**src/rtl/reset_button_conditioner.sv**
```systemverilog
// Purpose: turns the raw active-low bouncy KEY into a clean fixed-length reset request.
// Latency: key_n edge -> pressed in 2+DEBOUNCE_CYCLES edges; pressed -> reset_req in 1 edge (plus HOLD_CYCLES with long press).
// Backpressure: none; key_n is sampled every cycle and reset_req is a free-running pulse.
// Optional long-press gate: define RESET_COND_HOLD_EN to compile in the HOLD state.
module reset_button_conditioner #(
  parameter int CNT_W           = 30,
  parameter int DEBOUNCE_CYCLES = 1_000_000,
  parameter int HOLD_CYCLES     = 50_000_000,
  parameter int PULSE_CYCLES    = 16
) (
  input  logic clock,
  input  logic reset,
  input  logic key_n,
  output logic pressed,
  output logic holding,
  output logic reset_req
);

  typedef enum logic [1:0] {IDLE, HOLD, FIRE, WAIT_REL} state_t;

  localparam logic [CNT_W-1:0] DB_LAST    = CNT_W'(DEBOUNCE_CYCLES - 1);
  localparam logic [CNT_W-1:0] PULSE_LAST = CNT_W'(PULSE_CYCLES - 1);
`ifdef RESET_COND_HOLD_EN
  localparam logic [CNT_W-1:0] HOLD_LAST  = CNT_W'(HOLD_CYCLES - 1);
`endif

  // Every cycle count must be at least one, otherwise the terminal compares never match.
  if (DEBOUNCE_CYCLES < 1 || HOLD_CYCLES < 1 || PULSE_CYCLES < 1) begin : g_bad_params
    $error("reset_button_conditioner: cycle-count parameters must be >= 1");
  end

  logic             key_meta;
  logic             key_s;
  logic [CNT_W-1:0] db_cnt;
  state_t           state;
  state_t           state_nxt;
  logic [CNT_W-1:0] cnt;
  logic [CNT_W-1:0] cnt_nxt;

  // Two-flop synchroniser; inverts so key_s is 1 while the button is held.
  always_ff @(posedge clock) begin
    if (reset) begin
      key_meta <= 1'b0;
      key_s    <= 1'b0;
    end else begin
      key_meta <= ~key_n;
      key_s    <= key_meta;
    end
  end

  // Debounce: accept a new level only after it has been stable for DEBOUNCE_CYCLES cycles.
  always_ff @(posedge clock) begin
    if (reset) begin
      db_cnt  <= '0;
      pressed <= 1'b0;
    end else if (key_s != pressed) begin
      if (db_cnt == DB_LAST) begin
        pressed <= key_s;
        db_cnt  <= '0;
      end else begin
        db_cnt <= db_cnt + 1'b1;
      end
    end else begin
      db_cnt <= '0;
    end
  end

  // Next-state logic; the shared counter is cleared on every state entry.
  always_comb begin
    state_nxt = state;
    cnt_nxt   = cnt;
    case (state)
      IDLE: begin
        if (pressed) begin
`ifdef RESET_COND_HOLD_EN
          state_nxt = HOLD;
`else
          state_nxt = FIRE;
`endif
          cnt_nxt = '0;
        end
      end
`ifdef RESET_COND_HOLD_EN
      HOLD: begin
        // A release wins over a simultaneous terminal count.
        if (!pressed) begin
          state_nxt = IDLE;
          cnt_nxt   = '0;
        end else if (cnt == HOLD_LAST) begin
          state_nxt = FIRE;
          cnt_nxt   = '0;
        end else begin
          cnt_nxt = cnt + 1'b1;
        end
      end
`endif
      FIRE: begin
        // Pulse length is fixed; the button level is ignored here.
        if (cnt == PULSE_LAST) begin
          state_nxt = WAIT_REL;
          cnt_nxt   = '0;
        end else begin
          cnt_nxt = cnt + 1'b1;
        end
      end
      WAIT_REL: begin
        if (!pressed) begin
          state_nxt = IDLE;
          cnt_nxt   = '0;
        end
      end
      default: begin
        state_nxt = IDLE;
        cnt_nxt   = '0;
      end
    endcase
  end

  // State register with outputs registered from the next state so they align with it.
  always_ff @(posedge clock) begin
    if (reset) begin
      state     <= IDLE;
      cnt       <= '0;
      reset_req <= 1'b0;
    end else begin
      state     <= state_nxt;
      cnt       <= cnt_nxt;
      reset_req <= (state_nxt == FIRE);
    end
  end

`ifdef RESET_COND_HOLD_EN
  // holding mirrors residency in HOLD, registered like reset_req.
  always_ff @(posedge clock) begin
    if (reset) begin
      holding <= 1'b0;
    end else begin
      holding <= (state_nxt == HOLD);
    end
  end
`else
  assign holding = 1'b0;
`endif

endmodule

```
**config.mk**
```make
export PLATFORM = sky130hd
export DESIGN_NAME = reset_button_conditioner
export DESIGN_NICKNAME = d
export VERILOG_FILES = /design/src/rtl/reset_button_conditioner.sv
export SDC_FILE = /design/constraint.sdc
export NUM_CORES = 1
export LEC_CHECK = 0
export BUFFER_PORTS_ARGS = -buffer_cell sky130_fd_sc_hd__buf_2
export CAP_MARGIN = 5
export CORE_UTILIZATION = 35
export CTS_CLUSTER_SIZE = 24
export DETAILED_ROUTE_END_ITERATION = 16
export SYNTH_ARGS = -nofsm -noshare
export SYNTH_HDL_FRONTEND = slang
export SYNTH_SLANG_ARGS = --single-unit
```
**constraint.sdc**
```tcl
create_clock -name clock -period 2.02 [get_ports clock]
set_input_delay 0.606 -clock clock [delete_from_list [all_inputs] [get_ports clock]]
set_output_delay 0.606 -clock clock [all_outputs]
set_load 0.01 [all_outputs]
```
==> impl_results.md <==
- Max Transition Viols Final: 0
- Cell count along the critical path: 7
- Min-delay worst type: primary input to flip-flop
- Worst slew pin tran: 0.582 ns
- Crit start category: flip-flop
- Filler instances: around 880
- Setup crit end kind: flip-flop
- Worst path top cell family by delay: simple AND/OR/NAND/NOR gates
- Cell taking the most area after synthesis: dfxtp_1
- Kind of critical path: flip-flop to flip-flop
- Drt drc: 0
- Die X: a little under 100 um
- Starting Density: 0.368
- # IOs: 6
- Setup bufs post-CTS: 0
- Hold_buf cts: 0
- RSZ-0062 raised after global routing: false
- Fin nets: 414
- CTS Buffer Depth: 2
- Post-DP HPWL: 5070 um
- Final Power: between 0.002 and 0.003 W
- Vias: between 2000 and 3000
- Fin cells: between 500 and 600
- Combinational family with the most area after synthesis: simple AND/OR/NAND/NOR gates
- Netlist cell types: 50
- Max-slew headroom: 0.610
- Area share of fa/ha/maj cells after synthesis: 0.00765
- Share of cells above drive strength 1: 0.131
- MaxCap Viol Count: 0
- Register-to-Register Path Depth: 7
- Dpl cells: 504
- Outcome: finished, final reports clean
- Tcrit/Tclk final: 0.948
- Reg2reg setup slack: roughly 0.10 ns
- Avg Vias per Cell: 5.39
- Hold path startpoint: key_n
- CP arrival: between 2 and 2.5 ns
- Minimum clock period after layout: between 1.5 and 2 ns
- Reg-to-reg startpoint: cnt[0]$_SDFFE_PP0P_
- GRT Residual Overflow: 0
- Number of global-route vias before repair: 2693
- EDFF count, synth: 0
- CTS tree: done
- Critical path origin: cnt[0]$_SDFFE_PP0P_
- Num CTS Buffers: 9
- Slowest-stage cell, CP: or4b_1
- TNS Setup: 0 ns
- Die Ht: about 99 um
- Gate Count Post-Synth: approximately 380
- CP dominant cell by count: nand2_1
- First-pass GRT wire length: ~13000 um
- Clk sinks: 66
- Routed Antenna Nets: 0
- Share of the yosys chip area belonging to registers: 0.404
- Worst skew pair latency: 0.34 ns
- Htree depth: 3
- Top post-synthesis cells by area: dfxtp_1 (40%), xor2_1 (8.3%), nor2_1 (6.4%)
- Initial antenna violation count: 0
- Mux cell area share after synthesis: 0.00306
- Main synth FF type: dfxtp_1
- P per Cell Area: 670 mW/mm2
- Post-cts repair resize count: 0
- Final-report setup violation count: 0
- Synth Area in Compound Gates: 0.0780
- Drt first pass iters: 4
- GRT Overall Usage: 0.162
- Iteration-0 DRC Markers: between 50 and 60
- WL/cell: about 14 um
- Cell area after synthesis: 0.00327 mm2
- Clock root buffer: clkbuf_8
- Core Area: 0.00889 mm2
- Asr flop ratio synth: 0
- Final Wtd Congestion: between 0.8 and 0.9
- Layout area overhead: 15.6%
- Number of diodes: 0
- Total of warnings raised by yosys: 0
- LEAKAGE: approximately 1.3 nW
- I/O Buffers: 4
- Top cell type's share of synthesized area: 0.404
- Final hold viol count: 0
- #FFs+latches synth: 66
- Clk_skew: about 0.0085 ns
- CP required: roughly 2.3 ns
- Peak supply drop: about 340 uV
- Largest stage delay on the critical path: between 0.4 and 0.5 ns
- F_max: approximately 0.52 GHz
- Syn avg cell area: roughly 8.5 um2
- CP cell instances: ha_1 > nand2_1 > nor3_4 > buf_4 > nand2_1 > or4b_1 > a21oi_1
- Total die area: roughly 0.0097 mm2
- Xor/xnor cell area share of the yosys netlist: 0.112
- Post-synth net total: a little under 400
- CP Buf/Inv Count: 1
- Synth Area in Simple Gates: 0.360
- Clock transition at the registers of the reported paths: roughly 0.070 ns
- RR Endpoint: cnt[8]$_SDFFE_PP0P_
- WL final: between 7000 and 8000 um
- Row cnt: 34
- Largest net degree at the start of global routing: 31
- CP endpoint: cnt[8]$_SDFFE_PP0P_
- Crit Path Max Fanout: 5
-- per-stage QoR --
step           hold WS (ns)  instance area, um2   util  setup WS [ns]
2_1_floorplan         0.414                3270      -          0.248
3_3_place_gp          0.463                3560  0.400         0.0701
3_5_place_dp          0.454                3560  0.400         0.0562
4_1_cts               0.394                3770  0.424         0.0481
5_1_grt               0.397                3780  0.425        0.00465
6_report              0.410                3780  0.425          0.105
-- metal layers --
layer | GRT usage | up-vias | part of all wire
met3 | 0.0433 | 17 | 0.033
li1 | - | 1428 | -
met2 | 0.262 | 43 | 0.46
met5 | 0 | - | 0
met1 | 0.201 | 1317 | 0.48
met4 | 0.0735 | 0 | 0.026
-- area by class of cell --
type | count | area [um2] | area share
clock inverter | 3 | 65.1 | 0.0172
inverter | 6 | 22.5 | 0.00596
multi-input combinational | 294 | 1840 | 0.487
timing repair buffer | 32 | 255 | 0.0675
tap | 108 | 135 | 0.0357
sequential | 66 | 1320 | 0.349
clock buffer | 11 | 141 | 0.0374
-- sequential cells by signal, summed over array words and instances, names as in the netlist --
name	flops
cnt	30
db_cnt	30
state	2
key_meta	1
key_s	1
pressed	1
reset_req	1
-- kinds of logic (layout without fill, tap and decap cells) --
kind of cell,count (synthesis),count (layout)
AO/OA/AOI/OAI,42,42
adder cells (fa/ha/maj),2,2
other,1,1
multiplexers,1,1
flip-flops,66,66
AND/OR/NAND/NOR,206,206
XOR/XNOR,42,42
buffers and inverters,23,52
-- synth_stat cells (2+ instances only) --
cell	n
a211oi_1	3
a31oi_1	6
ha_1	2
nand2b_1	5
and2_1	5
xnor2_1	11
buf_2	7
dfxtp_1	66
and4_1	11
nand4_1	19
nor3b_1	2
or3_1	5
and3_1	8
or4b_1	2
clkbuf_1	6
xor2_1	31
nand3b_1	2
clkbuf_2	2
nor2b_1	3
nor2_1	56
nor3_1	7
nor3_4	2
nand2_1	23
nor4b_1	4
nand3_1	26
nor4_1	12
a21oi_1	15
inv_1	6
or4_1	5
nand4b_1	2
o21ai_0	10
-- cell usage in the layout (no fill, tap or decap), drive strengths merged, types with 2 or more instances in the layout --
cell	instances
nand3	27
nor3	10
a21oi	15
xnor2	11
a211oi	4
dfxtp	66
inv	6
nor2	56
ha	2
o21ai	11
nand3b	2
or4	5
buf	32
and3	8
and2	5
nor4	14
nor2b	3
nor3b	2
clkbuf	11
nand2b	5
nor4b	4
bufinv	2
or4b	2
a31oi	6
xor2	31
nand4	20
or3	5
and4	11
nand4b	2
nand2	23
-- power breakdown --
group / internal (W) / switching (W) / leakage, nW / total, W
combinational: 0.0000129 / 0.0000235 / 0.636 / 0.0000364
sequential: 0.00130 / 0.00000117 / 0.532 / 0.00130
clock: 0.000714 / 0.000479 / 0.105 / 0.00119
-- how the worst min path moves through the flow --
stage | endpoint | slack (ns) | depth (start not counted)
2_1_floorplan | key_s$_SDFF_PP0_ | 0.41 | 1
3_3_place_gp | key_s$_SDFF_PP0_ | 0.46 | 1
3_5_place_dp | key_s$_SDFF_PP0_ | 0.45 | 1
4_1_cts | key_meta$_SDFF_PP0_ | 0.39 | 2
5_1_grt | key_meta$_SDFF_PP0_ | 0.40 | 2
6_report | key_meta$_SDFF_PP0_ | 0.41 | 2
(Power assumes the default switching activity.)
